## src/rtl/alu_pkg.sv

```systemverilog
// rtl/alu_pkg.sv - shared widths, opcode encoding and command layout for the ALU issue stage
package alu_pkg;

    localparam int DW  = 8;
    localparam int OPW = 4;
    localparam int RW  = 16;

    typedef enum logic [OPW-1:0] {
        OP_ADD    = 4'd0,
        OP_SUB    = 4'd1,
        OP_MUL    = 4'd2,
        OP_SHL    = 4'd3,
        OP_SHR    = 4'd4,
        OP_PASS_A = 4'd5,
        OP_PASS_B = 4'd6,
        OP_AND    = 4'd7,
        OP_OR     = 4'd8,
        OP_NAND   = 4'd9,
        OP_XOR    = 4'd10,
        OP_XNOR   = 4'd11,
        OP_EQ     = 4'd12,
        OP_MAX    = 4'd13,
        OP_MAX2   = 4'd14,
        OP_ILL    = 4'd15
    } opcode_e;

    // FIFO entry layout, most significant field first.
    typedef struct packed {
        logic           chain;
        logic [OPW-1:0] opcode;
        logic [DW-1:0]  in1;
        logic [DW-1:0]  in2;
    } cmd_t;

    localparam int CMD_W = $bits(cmd_t);

endpackage

```

## src/rtl/alu_issue_stage_if.sv

```systemverilog
// rtl/alu_issue_stage_if.sv - command, ALU and result signal bundle for the ALU issue stage
// Ports (slave = issue stage side):
//   flush                      synchronous clear
//   cmd_valid/ready, cmd_*     command handshake and payload
//   alu_in1/in2/opcode         registered operands to the ALU, alu_result back
//   res_valid/ready, res_*     result handshake, payload and flags
//   fifo_count                 command FIFO occupancy
interface alu_issue_stage_if
    import alu_pkg::*;
#(
    parameter int DEPTH = 4,
    parameter int DW    = alu_pkg::DW,
    parameter int OPW   = alu_pkg::OPW,
    parameter int RW    = alu_pkg::RW
);
    localparam int CW = $clog2(DEPTH + 1);

    logic           flush;
    logic           cmd_valid;
    logic           cmd_ready;
    logic [OPW-1:0] cmd_opcode;
    logic [DW-1:0]  cmd_in1;
    logic [DW-1:0]  cmd_in2;
    logic           cmd_chain;
    logic [DW-1:0]  alu_in1;
    logic [DW-1:0]  alu_in2;
    logic [OPW-1:0] alu_opcode;
    logic [RW-1:0]  alu_result;
    logic           res_valid;
    logic           res_ready;
    logic [RW-1:0]  res_data;
    logic [OPW-1:0] res_opcode;
    logic           res_zero;
    logic           res_ovf;
    logic           res_ill;
    logic [CW-1:0]  fifo_count;

    modport slave (
        input  flush, cmd_valid, cmd_opcode, cmd_in1, cmd_in2, cmd_chain,
               alu_result, res_ready,
        output cmd_ready, alu_in1, alu_in2, alu_opcode,
               res_valid, res_data, res_opcode, res_zero, res_ovf, res_ill, fifo_count
    );

    modport master (
        output flush, cmd_valid, cmd_opcode, cmd_in1, cmd_in2, cmd_chain,
               alu_result, res_ready,
        input  cmd_ready, alu_in1, alu_in2, alu_opcode,
               res_valid, res_data, res_opcode, res_zero, res_ovf, res_ill, fifo_count
    );

endinterface

```

## src/rtl/alu_cmd_fifo.sv

```systemverilog
// rtl/alu_cmd_fifo.sv - synchronous command FIFO with occupancy count and flush
// Ports:
//   clk, rst             clock, asynchronous active-high reset
//   i_flush              synchronous clear, overrides push/pop
//   i_push, i_wdata      write strobe and entry (caller guarantees not full)
//   i_pop, o_rdata       read strobe and head entry (caller guarantees not empty)
//   o_count, o_full, o_empty  occupancy status
module alu_cmd_fifo
    import alu_pkg::*;
#(
    parameter int W     = alu_pkg::CMD_W,
    parameter int DEPTH = 4
) (
    input  logic                         clk,
    input  logic                         rst,
    input  logic                         i_flush,
    input  logic                         i_push,
    input  logic [W-1:0]                 i_wdata,
    input  logic                         i_pop,
    output logic [W-1:0]                 o_rdata,
    output logic [$clog2(DEPTH+1)-1:0]   o_count,
    output logic                         o_full,
    output logic                         o_empty
);
    localparam int PW = $clog2(DEPTH);
    localparam int CW = $clog2(DEPTH + 1);

    logic [W-1:0]  r_mem [DEPTH];
    logic [PW-1:0] r_wr_ptr;
    logic [PW-1:0] r_rd_ptr;
    logic [CW-1:0] r_count;

    // Storage is not reset; occupancy alone decides what is valid.
    always_ff @(posedge clk) begin
        if (i_push && !i_flush) begin
            r_mem[r_wr_ptr] <= i_wdata;
        end
    end

    // DEPTH is a power of two, so pointers wrap naturally.
    always_ff @(posedge clk or posedge rst) begin
        if (rst) begin
            r_wr_ptr <= '0;
            r_rd_ptr <= '0;
            r_count  <= '0;
        end else if (i_flush) begin
            r_wr_ptr <= '0;
            r_rd_ptr <= '0;
            r_count  <= '0;
        end else begin
            if (i_push) r_wr_ptr <= r_wr_ptr + 1'b1;
            if (i_pop)  r_rd_ptr <= r_rd_ptr + 1'b1;
            case ({i_push, i_pop})
                2'b10:   r_count <= r_count + 1'b1;
                2'b01:   r_count <= r_count - 1'b1;
                default: r_count <= r_count;
            endcase
        end
    end

    assign o_rdata = r_mem[r_rd_ptr];
    assign o_count = r_count;
    assign o_full  = (r_count == CW'(DEPTH));
    assign o_empty = (r_count == '0);

endmodule

```

## src/rtl/alu_issue_stage.sv

```systemverilog
// rtl/alu_issue_stage.sv - command FIFO, operand register and result register around an external ALU
// Ports:
//   clk, rst   clock, asynchronous active-high reset
//   bus        alu_issue_stage_if.slave: command in, ALU operands out / result in, result out
module alu_issue_stage
    import alu_pkg::*;
#(
    parameter int DEPTH = 4,
    parameter int DW    = alu_pkg::DW,
    parameter int OPW   = alu_pkg::OPW,
    parameter int RW    = alu_pkg::RW
) (
    input  logic               clk,
    input  logic               rst,
    alu_issue_stage_if.slave   bus
);
    localparam int W  = 1 + OPW + 2 * DW;
    localparam int CW = $clog2(DEPTH + 1);

    logic [W-1:0]   w_head;
    logic [CW-1:0]  w_count;
    logic           w_full;
    logic           w_empty;
    logic           w_push;
    logic           w_s1_load;
    logic           w_s2_load;
    logic           w_head_chain;
    logic [OPW-1:0] w_head_opcode;
    logic [DW-1:0]  w_head_in1;
    logic [DW-1:0]  w_head_in2;
    logic [DW-1:0]  w_fwd;
    logic [DW-1:0]  w_in1_sel;

    logic           r_s1_valid;
    logic [DW-1:0]  r_alu_in1;
    logic [DW-1:0]  r_alu_in2;
    logic [OPW-1:0] r_alu_opcode;
    logic           r_res_valid;
    logic [RW-1:0]  r_res_data;
    logic [OPW-1:0] r_res_opcode;
    logic           r_res_zero;
    logic           r_res_ovf;
    logic           r_res_ill;
    logic [DW-1:0]  r_last_lo;     // only the low byte of the previous result is ever forwarded

    // cmd_ready deliberately ignores a same-cycle pop.
    assign w_push = bus.cmd_valid && !w_full;

    alu_cmd_fifo #(.W(W), .DEPTH(DEPTH)) u_fifo (
        .clk     (clk),
        .rst     (rst),
        .i_flush (bus.flush),
        .i_push  (w_push),
        .i_wdata ({bus.cmd_chain, bus.cmd_opcode, bus.cmd_in1, bus.cmd_in2}),
        .i_pop   (w_s1_load),
        .o_rdata (w_head),
        .o_count (w_count),
        .o_full  (w_full),
        .o_empty (w_empty)
    );

    assign w_head_chain  = w_head[W-1];
    assign w_head_opcode = w_head[W-2 -: OPW];
    assign w_head_in1    = w_head[2*DW-1 -: DW];
    assign w_head_in2    = w_head[DW-1:0];

    assign w_s2_load = r_s1_valid && (!r_res_valid || bus.res_ready);
    assign w_s1_load = !w_empty && (!r_s1_valid || w_s2_load);

    // When the producer of the chained operand leaves S1 at this same edge its
    // result is not yet in last_result, so take it straight off the ALU.
    assign w_fwd     = w_s2_load ? bus.alu_result[DW-1:0] : r_last_lo;
    assign w_in1_sel = w_head_chain ? w_fwd : w_head_in1;

    always_ff @(posedge clk or posedge rst) begin
        if (rst) begin
            r_s1_valid   <= 1'b0;
            r_alu_in1    <= '0;
            r_alu_in2    <= '0;
            r_alu_opcode <= '0;
            r_res_valid  <= 1'b0;
            r_res_data   <= '0;
            r_res_opcode <= '0;
            r_res_zero   <= 1'b0;
            r_res_ovf    <= 1'b0;
            r_res_ill    <= 1'b0;
            r_last_lo    <= '0;
        end else if (bus.flush) begin
            r_s1_valid  <= 1'b0;
            r_res_valid <= 1'b0;
            r_res_data  <= '0;
            r_res_zero  <= 1'b0;
            r_res_ovf   <= 1'b0;
            r_res_ill   <= 1'b0;
            r_last_lo   <= '0;
        end else begin
            if (w_s2_load) begin
                r_res_valid  <= 1'b1;
                r_res_data   <= bus.alu_result;
                r_res_opcode <= r_alu_opcode;
                r_res_zero   <= (bus.alu_result == '0);
                r_res_ovf    <= |bus.alu_result[RW-1:DW];
                r_res_ill    <= (r_alu_opcode == OPW'(OP_ILL));
                r_last_lo    <= bus.alu_result[DW-1:0];
            end else if (r_res_valid && bus.res_ready) begin
                r_res_valid <= 1'b0;
            end

            if (w_s1_load) begin
                r_s1_valid   <= 1'b1;
                r_alu_in1    <= w_in1_sel;
                r_alu_in2    <= w_head_in2;
                r_alu_opcode <= w_head_opcode;
            end else if (w_s2_load) begin
                r_s1_valid <= 1'b0;
            end
        end
    end

    assign bus.cmd_ready  = !w_full;
    assign bus.fifo_count = w_count;
    assign bus.alu_in1    = r_alu_in1;
    assign bus.alu_in2    = r_alu_in2;
    assign bus.alu_opcode = r_alu_opcode;
    assign bus.res_valid  = r_res_valid;
    assign bus.res_data   = r_res_data;
    assign bus.res_opcode = r_res_opcode;
    assign bus.res_zero   = r_res_zero;
    assign bus.res_ovf    = r_res_ovf;
    assign bus.res_ill    = r_res_ill;

endmodule

```

## src/flat_wrapper.sv

```systemverilog
// flat-port wrapper written by rule: the top's interface ports become plain ports
module alu_issue_stage_flat import alu_pkg::*;
#(
    parameter int DEPTH = 4,
    parameter int DW    = alu_pkg::DW,
    parameter int OPW   = alu_pkg::OPW,
    parameter int RW    = alu_pkg::RW
)
  (clk, rst, bus_flush, bus_cmd_valid, bus_cmd_opcode, bus_cmd_in1, bus_cmd_in2, bus_cmd_chain, bus_alu_result, bus_res_ready, bus_cmd_ready, bus_alu_in1, bus_alu_in2, bus_alu_opcode, bus_res_valid, bus_res_data, bus_res_opcode, bus_res_zero, bus_res_ovf, bus_res_ill, bus_fifo_count);
  alu_issue_stage_if #(.DEPTH(DEPTH), .DW(DW), .OPW(OPW), .RW(RW)) bus_i ();
  input  logic clk;
  input  logic rst;
  input wire logic [$bits(bus_i.flush)-1:0] bus_flush;
  input wire logic [$bits(bus_i.cmd_valid)-1:0] bus_cmd_valid;
  input wire logic [$bits(bus_i.cmd_opcode)-1:0] bus_cmd_opcode;
  input wire logic [$bits(bus_i.cmd_in1)-1:0] bus_cmd_in1;
  input wire logic [$bits(bus_i.cmd_in2)-1:0] bus_cmd_in2;
  input wire logic [$bits(bus_i.cmd_chain)-1:0] bus_cmd_chain;
  input wire logic [$bits(bus_i.alu_result)-1:0] bus_alu_result;
  input wire logic [$bits(bus_i.res_ready)-1:0] bus_res_ready;
  output wire logic [$bits(bus_i.cmd_ready)-1:0] bus_cmd_ready;
  output wire logic [$bits(bus_i.alu_in1)-1:0] bus_alu_in1;
  output wire logic [$bits(bus_i.alu_in2)-1:0] bus_alu_in2;
  output wire logic [$bits(bus_i.alu_opcode)-1:0] bus_alu_opcode;
  output wire logic [$bits(bus_i.res_valid)-1:0] bus_res_valid;
  output wire logic [$bits(bus_i.res_data)-1:0] bus_res_data;
  output wire logic [$bits(bus_i.res_opcode)-1:0] bus_res_opcode;
  output wire logic [$bits(bus_i.res_zero)-1:0] bus_res_zero;
  output wire logic [$bits(bus_i.res_ovf)-1:0] bus_res_ovf;
  output wire logic [$bits(bus_i.res_ill)-1:0] bus_res_ill;
  output wire logic [$bits(bus_i.fifo_count)-1:0] bus_fifo_count;
  assign bus_i.flush = bus_flush;
  assign bus_i.cmd_valid = bus_cmd_valid;
  assign bus_i.cmd_opcode = bus_cmd_opcode;
  assign bus_i.cmd_in1 = bus_cmd_in1;
  assign bus_i.cmd_in2 = bus_cmd_in2;
  assign bus_i.cmd_chain = bus_cmd_chain;
  assign bus_i.alu_result = bus_alu_result;
  assign bus_i.res_ready = bus_res_ready;
  assign bus_cmd_ready = bus_i.cmd_ready;
  assign bus_alu_in1 = bus_i.alu_in1;
  assign bus_alu_in2 = bus_i.alu_in2;
  assign bus_alu_opcode = bus_i.alu_opcode;
  assign bus_res_valid = bus_i.res_valid;
  assign bus_res_data = bus_i.res_data;
  assign bus_res_opcode = bus_i.res_opcode;
  assign bus_res_zero = bus_i.res_zero;
  assign bus_res_ovf = bus_i.res_ovf;
  assign bus_res_ill = bus_i.res_ill;
  assign bus_fifo_count = bus_i.fifo_count;
  alu_issue_stage #(.DEPTH(DEPTH), .DW(DW), .OPW(OPW), .RW(RW)) u_core (.clk(clk), .rst(rst), .bus(bus_i));
endmodule
```

## config.mk

```make
export PLATFORM = sky130hd
export DESIGN_NAME = alu_issue_stage_flat
export DESIGN_NICKNAME = d
export VERILOG_FILES = /design/src/rtl/alu_pkg.sv /design/src/rtl/alu_issue_stage_if.sv /design/src/rtl/alu_cmd_fifo.sv /design/src/rtl/alu_issue_stage.sv /design/src/flat_wrapper.sv
export SDC_FILE = /design/constraint.sdc
export NUM_CORES = 1
export LEC_CHECK = 0
export ABC_AREA = 1
export CORE_ASPECT_RATIO = 1.75
export CORE_MARGIN = 2
export CORE_UTILIZATION = 44
export DETAILED_ROUTE_END_ITERATION = 6
export PLACE_DENSITY_LB_ADDON = 0.05
export SLEW_MARGIN = 10
export SYNTH_ARGS = -nofsm -noshare
export SYNTH_HDL_FRONTEND = slang
export SYNTH_SLANG_ARGS = --single-unit
```

## constraint.sdc

```tcl
create_clock -name clk -period 3 [get_ports clk]
set_input_delay 0.6 -clock clk [delete_from_list [all_inputs] [get_ports clk]]
set_output_delay 0.6 -clock clk [all_outputs]
set_load 0.005 [all_outputs]
```

==> metrics.yaml, run 1 <==
synth_compound_area_share_pct: 8.96
cts_resized: 0
maxCapViolCount: 0
place_hpwl_um: 8180
power_density_mw_per_mm2: 832
syn_to_final_growth_pct: 26.2
path_class: "reg -> out"
final_area_mm2: 0.00751
power_mw: 6.25
tns_ps: 0
netlist_area_mm2: 0.00595
overflow: 0
synth_xor_area_share_pct: 0.147
synth-main-ff-cell: "edfxtp_1"
fillCellCount: 1183
slew_headroom_pct: 62.0
rsz0062_at_grt: "no"
vias: 4058
hold_viol: 0
initial_utilization_pct: 44.7
routabilityCongestion: 0.760
ys_warn_count: 0
grtUsageTotal_pct: 17.9
setup_ws_ps: 779
die_area_mm2: 0.0145
synth_cell_types: 30
grt_start_max_net_pins: 61
cts_max_level: 4
ys_ff_latch: 144
diodes: 0
utilization_pct: 56.4
yosys.area.top_type: "edfxtp_1"
p_comb_share_pct: 28.1
cpMaxStageDelayCell: "clkdlybuf4s50_1"
cp.required_ps: 2400
cts_tree: "done"
tightest_slew_ps: 570
cp_cell_sequence: "nor2_2 > nand2_1 > clkdlybuf4s50_1"
synth_mux_area_share_pct: 0
async_flop_share_pct: 41.7
syn-num-nets: 596
synth_top_area_share_pct: 42.4
post-route-min-period_ps: 2220
synthTopCellsByCount: "140 x nand2_1, 84 x edfxtp_1, 60 x dfrtp_1, 59 x o21ai_0, 52 x nor2_1"
dp.cells: 797
initialDrtViolationCount: 149
firstDrtPassIters: 6
intPower_mw: 4.26
cp_max_fo: 4
swShare_pct: 31.9
wl_per_cell_um: 14.8
setup-violations-final: 0
ios: 90
numCtsBuffers: 17
status: "complete, no violations"
dp_slack_ps: 526
synth_fa_ha_area_share_pct: 1.18
power.share.clock_pct: 30.0
antenna_found_initial: 0
drc: 0
core-area_mm2: 0.0133
fin_cells: 828
min_path_type: "reg -> reg"
port_buffers: 89
dpl_cell_area_mm2: 0.00698
synthSimpleGateAreaFrac_pct: 16.0
cp-start-kind: "register"
clock_path_buffers: 2
cp.arrival_ps: 1620
hold_ws_ps: 480
p_switching_mw: 1.99
skew_ps: 10.4
pwr-share-seq_pct: 41.9
fmax_ghz: 0.450
rows: 56
cts.sinks: 144
synth_top_family_by_area: "simple AND/OR/NAND/NOR gates"
grt_pass1_vias: 4020
leakage_nw: 3.12
finalNetCount: 689
synth_top_cells_by_area: "edfxtp_1 42%, dfrtp_1 25%, nand2_1 8.8%"
ant_nets: 0
syn-instance-count: 549
synth_most_common_cell: "nand2_1"
post_cts_buffers: 0
drive_gt1_share_pct: 8.26
slew_violations: 0
fin_crit_sh_pct: 74.0
cts-hold-fix-buffers: 0
wl_um: 12300
die_h_um: 158
cp_slowest_stage_delay_ps: 450
vias_per_cell: 4.90
clk_pin_slew_ps: 60
cts_root_buffer: "clkbuf_16"
fp.dieW_um: 91.9
postSynthAreaPerCell_um2: 10.8
vdd.ir_drop.worst_mv: 0.394
cp-end-kind: "output port"
synth_edf_count: 84
synth-seq-area-share_pct: 67.6
clkLatencyLatePin_ps: 410
grt_first_pass_wirelength_um: 20100
-- cell usage in the layout, fill, tap and decap left out, types with 5 or more instances in the layout --
cell	count
o31ai_1	5
a21oi_1	7
o22ai_1	12
dfrtp_1	60
o211ai_1	8
inv_6	5
inv_1	45
nand2_1	140
nand3_1	23
o21ai_0	59
edfxtp_1	84
clkbuf_16	17
nor2_1	52
clkdlybuf4s50_1	89
buf_4	9
-- cells by family after synthesis --
kind of cell,after synthesis
fa+ha+maj,5
compound gates,94
buf+inv,75
flops,144
xor+xnor,1
simple gates,230
-- sequential cells by signal, indices dropped and copies added, names as in the netlist --
signal	count
u_core.u_fifo.r_wr_ptr	2
u_core.bus.res_valid	1
u_core.u_fifo.r_rd_ptr	2
u_core.bus.alu_in1	8
u_core.bus.res_opcode	4
u_core.bus.res_data	16
u_core.u_fifo.r_mem	84
u_core.bus.res_ill	1
u_core.bus.alu_in2	8
u_core.bus.alu_opcode	4
u_core.r_last_lo	8
u_core.u_fifo.o_count	3
u_core.bus.res_zero	1
u_core.r_s1_valid	1
u_core.bus.res_ovf	1
-- layout make-up --
class | count | area [um2] | area share, %
repair buffers | 99 | 978 | 13.0
clock inverters | 14 | 106 | 1.42
inverters | 50 | 193 | 2.57
well taps | 174 | 218 | 2.90
flip-flops and latches | 144 | 4020 | 53.6
multi-input cells | 330 | 1570 | 20.8
clock buffers | 17 | 425 | 5.66
-- power by group through the flow --
stage / Combinational (mW) / Clock (mW) / Sequential (mW)
3_3_place_gp: 1.77 / 0 / 2.65
2_1_floorplan: 1.07 / 0 / 2.62
4_1_cts: 1.79 / 1.92 / 2.62
5_1_grt: 1.98 / 2.01 / 2.66
3_5_place_dp: 1.78 / 0 / 2.66
6_report: 1.76 / 1.87 / 2.62
-- routing by layer --
layer | vias up | share of wire, % | track usage [%]
li1 | 2028 | - | -
met1 | 1929 | 43 | 21.9
met2 | 90 | 52 | 31.2
met3 | 11 | 3.7 | 3.71
met4 | 0 | 1.1 | 6.75
met5 | - | 0 | 0
-- path summary, 6_finish.rpt --
| kind | startpoint | end | slack [ps] | cells after the start |
|---|---|---|---|---|
| max reg2reg | u_core.u_fifo.r_rd_ptr[1]$_DFFE_PP0P_ | u_core.bus.alu_in1[4]$_DFFE_PP0P_ | 960 | 9 |
| min reg2reg | u_core.bus.alu_in1[1]$_DFFE_PP0P_ | u_core.bus.alu_in1[1]$_DFFE_PP0P_ | 480 | 2 |
| min | u_core.bus.alu_in1[1]$_DFFE_PP0P_ | u_core.bus.alu_in1[1]$_DFFE_PP0P_ | 480 | 2 |
| max in group asynchronous | rst | u_core.u_fifo.r_wr_ptr[0]$_DFFE_PP0P_ | 2160 | 3 |
| max | u_core.u_fifo.o_count[1]$_DFFE_PP0P_ | bus_cmd_ready | 780 | 3 |
| min in group asynchronous | rst | u_core.bus.res_data[13]$_DFFE_PP0P_ | 570 | 3 |
-- critical path: cells and delay by family (launching register included) --
kind	cells	cell delay, ps
buf+inv	1	450
flops	1	440
simple gates	2	320
No activity file was read; power rests on OpenSTA's default activity.
==> run 2, diff against run 1 <==
==> constraint.sdc (replaced) <==
create_clock -name clk -period 2 [get_ports clk]
set_input_delay 0.4 -clock clk [delete_from_list [all_inputs] [get_ports clk]]
set_output_delay 0.4 -clock clk [all_outputs]
set_load 0.005 [all_outputs]
==> run 2 against run 1 <==
Effect of this change:
- largest cell class unchanged
- hold slack worse by 210 ps
- via count up 0.64%
- flip-flop and latch count unchanged
- register-to-register slack worse by 680 ps
- clock skew down 1.4 ps
- wire length down 0.59%
- global-route usage up 0.37 points
- design area up 2.9%
- die area unchanged
==> metrics.yaml, run 2 (same netlist as run 1, synthesis figures left out) <==
cp_max_fo: 4  # unchanged
post-route-min-period_ps: 1850
final_cell_mix: "140 x nand2_1, 88 x clkdlybuf4s50_1, 84 x edfxtp_1"
vdd.ir_drop.worst_mv: 0.626  # +59%
port_buffers: 89  # unchanged
rrSetupSlack_ps: 280  # -680 ps
wl_per_cell_um: 14.5  # -2.2%
multi_input_comb_area_mm2: 0.00157  # +0.32%
largest_reg_flops: 84  # unchanged
vias_per_cell: 4.85  # -1.0%
power.share.clock_pct: 31.5  # +1.5 points
p_comb_share_pct: 28.9  # +0.8 points
swShare_pct: 31.9  # about the same
core-area_mm2: 0.0133  # unchanged
die_h_um: 158  # unchanged
slew_violations: 0  # unchanged
cts_root_buffer: "clkbuf_16"
drc: 0  # unchanged
clock_path_buffers: 2  # unchanged
initial_utilization_pct: 44.7  # unchanged
cts_tree: "done"
hold_viol: 0  # unchanged
grtUsageTotal_pct: 18.3  # +0.37 points
numCtsBuffers: 17  # unchanged
clkLatencyLatePin_ps: 410  # about the same
status: "complete, no violations"
wl_um: 12200  # -0.59%
reg2reg_depth: 8  # -1
skew_ps: 9.04  # -1.40 ps
vias: 4084  # +0.64%
cp.arrival_ps: 1450  # -170 ps
rsz0062_at_grt: "no"
fin_crit_sh_pct: 92.6
diodes: 0  # unchanged
leakage_nw: 3.23  # +3.5%
final_common_cell: "nand2_1"
seq_area_mm2: 0.00403  # about the same
cp-start-kind: "register"
min_path_type: "in -> async"
r2r-start: "u_core.u_fifo.o_count[2]$_DFFE_PP0P_"
rows: 56  # unchanged
finalNetCount: 702  # +1.9%
setup-violations-final: 0  # unchanged
fillCellCount: 1125  # -4.9%
overflow: 0  # unchanged
firstDrtPassIters: 4  # -2
cp.required_ps: 1600  # -800 ps
ant_nets: 0  # unchanged
slew_headroom_pct: 72.7  # +11 points
drive_gt1_share_pct: 10.6  # +2.4 points
final_area_mm2: 0.00773  # +2.9%
cp-end-kind: "output port"
fmax_ghz: 0.540
intPower_mw: 6.69  # +57%
grt_first_pass_wirelength_um: 20500  # +2.1%
pwr-share-seq_pct: 39.6  # -2.3 points
syn_to_final_growth_pct: 29.8
top_register: "u_core.u_fifo.r_mem"
die_area_mm2: 0.0145  # unchanged
initialDrtViolationCount: 229  # +54%
hold_ws_ps: 268  # -212 ps
p_switching_mw: 3.13  # +57%
grt_pass1_vias: 4050  # +0.75%
tightest_slew_ps: 409  # -161 ps
r2r_end: "u_core.u_fifo.o_count[2]$_DFFE_PP0P_"
dpl_cell_area_mm2: 0.00712  # +2.0%
fp.dieW_um: 91.9  # unchanged
clk_pin_slew_ps: 70  # about the same
place_hpwl_um: 8270  # +1.1%
grt_start_max_net_pins: 47  # -23%
cts.sinks: 144  # unchanged
power_mw: 9.82  # +57%
antenna_found_initial: 0  # unchanged
ios: 90  # unchanged
cts_max_level: 4  # unchanged
power_density_mw_per_mm2: 1270  # +53%
cts-hold-fix-buffers: 0  # unchanged
maxCapViolCount: 0  # unchanged
tns_ps: 0  # unchanged
path_class: "reg -> out"
routabilityCongestion: 0.726  # -4.4%
==> run 2: cell types whose count changed in the layout (fill, tap and decap cells not counted), moves of 2 or more <==
| cell | previous run | this run |
|---|---|---|
| buf_12 | 1 | 5 |
| buf_4 | 9 | 18 |
| clkinv_1 | 2 | 0 |
| clkinv_4 | 4 | 1 |
| inv_8 | 0 | 5 |
==> run 2: power groups by stage <==
| stage | sequential (mW) | clock [mW] | combinational (mW) |
|---|---|---|---|
| floorplan | 3.94 | 0 | 1.60 |
| global placement | 3.93 | 0 | 2.83 |
| detailed placement | 3.95 | 0 | 2.85 |
| CTS | 3.90 | 3.17 | 2.88 |
| global route | 3.94 | 3.30 | 3.22 |
| finish | 3.89 | 3.10 | 2.83 |
==> run 2: cell type report <==
type	instances	share of cell area, %
timing repair buffer	112	14.6
multi-input combinational	330	20.3
clock inverter	15	2.15
inverter	50	2.49
tap	174	2.82
sequential	144	52.1
clock buffer	17	5.51
==> run 2: worst max path at each step <==
stage                                               startpoint                                   end  slack, ps  depth (start not counted)
after floorplan           u_core.u_fifo.o_count[0]$_DFFE_PP0P_   u_core.u_fifo.r_mem[0][0]$_DFFE_PP_       -230                          6
after global placement                           bus_res_ready  u_core.u_fifo.o_count[2]$_DFFE_PP0P_       -140                         11
after detailed placement                         bus_res_ready  u_core.u_fifo.o_count[2]$_DFFE_PP0P_       -140                         11
after CTS                 u_core.u_fifo.o_count[1]$_DFFE_PP0P_                         bus_cmd_ready         10                          3
after global routing      u_core.u_fifo.o_count[0]$_DFFE_PP0P_                     bus_fifo_count[0]         80                          2
final                     u_core.u_fifo.o_count[0]$_DFFE_PP0P_                     bus_fifo_count[0]        150                          2
==> run 2: routing by layer <==
metal / GRT usage [%] / share of wire, % / vias up
met5: 0 / 0 / -
met4: 7.11 / 1.2 / 0
met3: 3.43 / 3.8 / 12
met2: 31.8 / 52 / 87
met1: 22.5 / 42 / 1925
li1: - / - / 2060
==> run 2: critical path, stage by stage, from the launching register on <==
cell and delay (ps):
dfrtp_1 390, buf_4 150, clkdlybuf4s50_1 490
==> run 2: repair_timing <==
| item | 4_1_cts | 5_1_grt |
|---|---|---|
| setup buffers | 0 | 1 |
| gates resized for setup | 2 | 1 |
| setup endpoints to repair | 1 | 1 |
| pin swaps | 0 | 1 |
==> run 2: through the flow <==
step	instances	setup WS, ps	util (%)
final	842	148	58.0
after global routing	842	75.8	58.0
after CTS	841	13.3	58.0
after detailed placement	809	-140	53.5
after global placement	809	-142	53.5
after floorplan	549	-233	-
==> run 3, diff against run 2 <==
--- a/config.mk
+++ b/config.mk
@@ -10,7 +10,7 @@
 export CORE_MARGIN = 2
 export CORE_UTILIZATION = 44
 export DETAILED_ROUTE_END_ITERATION = 6
-export PLACE_DENSITY_LB_ADDON = 0.05
+export PLACE_DENSITY = 0.81
 export SLEW_MARGIN = 10
 export SYNTH_ARGS = -nofsm -noshare
 export SYNTH_HDL_FRONTEND = slang
==> run 3 against run 2 <==
Effect of this change:
- count of clock-buffer cells in the layout grew 1
- die area is the same
- wire length grew 3.5%
- first-iteration DRC count grew 7.4%
- flip-flop and latch count is the same
- clock power shrank 3%
- register-to-register slack lost 60 ps
- global-route usage shrank 0.26 points
- design area shrank 0.18%
- combinational power is essentially flat
- hold slack gained 89 ps
- sequential power grew 1%
- critical path type unchanged
==> metrics.yaml, run 3 (same netlist as run 1, synthesis figures left out) <==
vdd.ir_drop.worst_mv: 0.629  # +0.61%
overflow: 0  # unchanged
largest_reg_flops: 84  # unchanged
grt_pass1_vias: 4336  # +7.1%
skew_ps: 11.3  # +2.29 ps
fillCellCount: 1036  # -7.9%
slew_violations: 0  # unchanged
initial_utilization_pct: 44.7  # unchanged
ant_nets: 0  # unchanged
grt_first_pass_wirelength_um: 20500  # +0.27%
tightest_slew_ps: 398  # -10.8 ps
maxCapViolCount: 0  # unchanged
clkLatencyLatePin_ps: 410  # about the same
cts_max_level: 4  # unchanged
diodes: 0  # unchanged
clock_path_buffers: 2  # unchanged
setup_ws_ps: 181  # +33.5 ps
p_switching_mw: 2.99  # -4.4%
firstDrtPassIters: 5  # +1
wl_um: 12600  # +3.5%
cts-hold-fix-buffers: 0  # unchanged
antenna_found_initial: 0  # unchanged
cp.required_ps: 1600  # about the same
fin_crit_sh_pct: 90.9  # -1.7 points
cp-end-kind: "output port"
final_common_cell: "nand2_1"
dp_slack_ps: -197  # -56.4 ps
cts_root_buffer: "clkbuf_16"
cp-start-kind: "register"
cp.arrival_ps: 1420  # -30 ps
port_buffers: 89  # unchanged
worstPathBufferInverterCount: 1  # -1
min_path_type: "in -> async"
vias_per_cell: 5.07  # +4.6%
swShare_pct: 30.7  # -1.2 points
power_density_mw_per_mm2: 1260  # -0.62%
setup-violations-final: 0  # unchanged
utilization_pct: 57.9  # -0.10 points
tns_ps: 0  # unchanged
intPower_mw: 6.75  # +0.90%
r2r-start: "u_core.u_fifo.o_count[0]$_DFFE_PP0P_"
leakage_nw: 3.22  # -0.40%
path_class: "reg -> out"
rrSetupSlack_ps: 220  # -60 ps
clk_pin_slew_ps: 60  # about the same
cp_cell_sequence: "clkdlybuf4s50_1"
grt_start_max_net_pins: 61  # +30%
finalNetCount: 703  # +0.14%
grtUsageTotal_pct: 18.0  # -0.26 points
top_register: "u_core.u_fifo.r_mem"
cpMaxStageDelayCell: "clkdlybuf4s50_1"
place_hpwl_um: 8710  # +5.3%
p_comb_share_pct: 28.9  # about the same
die_h_um: 158  # unchanged
rsz0062_at_grt: "no"
hold_viol: 0  # unchanged
dpl_cell_area_mm2: 0.00711  # -0.11%
die_area_mm2: 0.0145  # unchanged
vias: 4270  # +4.6%
power.share.clock_pct: 30.8  # -0.7 points
wl_per_cell_um: 15.0  # +3.5%
pwr-share-seq_pct: 40.3  # +0.7 points
numCtsBuffers: 17  # unchanged
final_area_mm2: 0.00771  # -0.18%
fmax_ghz: 0.550  # +1.8%
status: "complete, no violations"
initialDrtViolationCount: 246  # +7.4%
cts.sinks: 144  # unchanged
final_cell_mix: "140 x nand2_1, 88 x clkdlybuf4s50_1, 84 x edfxtp_1"
slew_headroom_pct: 73.4  # +0.72 points
rows: 56  # unchanged
fp.dieW_um: 91.9  # unchanged
cp_slowest_stage_delay_ps: 550  # +60 ps
crit_family: "buffers and inverters"
r2r_end: "u_core.u_fifo.o_count[2]$_DFFE_PP0P_"
routabilityCongestion: 0.836  # +15%
ios: 90  # unchanged
reg2reg_depth: 10  # +2
drive_gt1_share_pct: 10.5  # -0.15 points
cp_max_fo: 6  # +2
syn_to_final_growth_pct: 29.6
core-area_mm2: 0.0133  # unchanged
post-route-min-period_ps: 1820  # -33.5 ps
cts_tree: "done"
power_mw: 9.74  # -0.80%
drc: 0  # unchanged
-- run 3: cell type report --
| cell class | count | area, um2 | share of cell area, % |
|---|---|---|---|
| multi-input combinational | 330 | 1570 | 20.4 |
| clock buffer | 18 | 429 | 5.56 |
| timing repair buffer | 113 | 1140 | 14.7 |
| inverter | 50 | 193 | 2.50 |
| tap | 174 | 218 | 2.82 |
| clock inverter | 13 | 140 | 1.82 |
| sequential | 144 | 4030 | 52.2 |
-- run 3: worst max-delay path by stage --
stage | startpoint | to | slack, ps | depth (start not counted)
after floorplan | u_core.u_fifo.o_count[0]$_DFFE_PP0P_ | u_core.u_fifo.r_mem[0][0]$_DFFE_PP_ | -230 | 6
after global placement | bus_res_ready | u_core.u_fifo.o_count[2]$_DFFE_PP0P_ | -130 | 11
after detailed placement | bus_cmd_valid | u_core.u_fifo.o_count[2]$_DFFE_PP0P_ | -200 | 10
after CTS | u_core.u_fifo.o_count[1]$_DFFE_PP0P_ | bus_cmd_ready | 9 | 3
after global routing | u_core.u_fifo.o_count[0]$_DFFE_PP0P_ | u_core.u_fifo.o_count[2]$_DFFE_PP0P_ | 50 | 10
final | u_core.u_fifo.o_count[2]$_DFFE_PP0P_ | bus_fifo_count[2] | 180 | 1
-- run 3: layer usage --
layer	global-route usage [%]	part of all wire (%)
met5	0	0
met4	9.24	3.4
met3	4.24	4.5
met2	33.2	55
met1	18.9	37
-- run 3: repair_timing --
| item | 4_1_cts | 5_1_grt |
|---|---|---|
| pin swaps | 0 | 1 |
| resized for setup | 3 | 1 |
| buffers inserted | 0 | 3 |
| endpoints found under the setup margin | 1 | 1 |
-- run 3: stage by stage --
stage | cells | hold WS (ps)
after floorplan | 549 | 465
after global placement | 808 | 465
after detailed placement | 808 | 471
after CTS | 839 | 365
after global routing | 842 | 372
final | 842 | 356
-- run 3: worst min-delay path, delay by kind of cell --
kind	cells	cell delay, ps
buffers and inverters	3	750
-- run 3: power by group through the flow --
stage / sequential, mW / clock, mW / combinational [mW]
floorplan: 3.94 / 0 / 1.60
global placement: 3.95 / 0 / 2.67
detailed placement: 3.98 / 0 / 2.78
CTS: 3.93 / 3.06 / 2.81
global route: 3.97 / 3.20 / 3.17
finish: 3.93 / 3.00 / 2.82
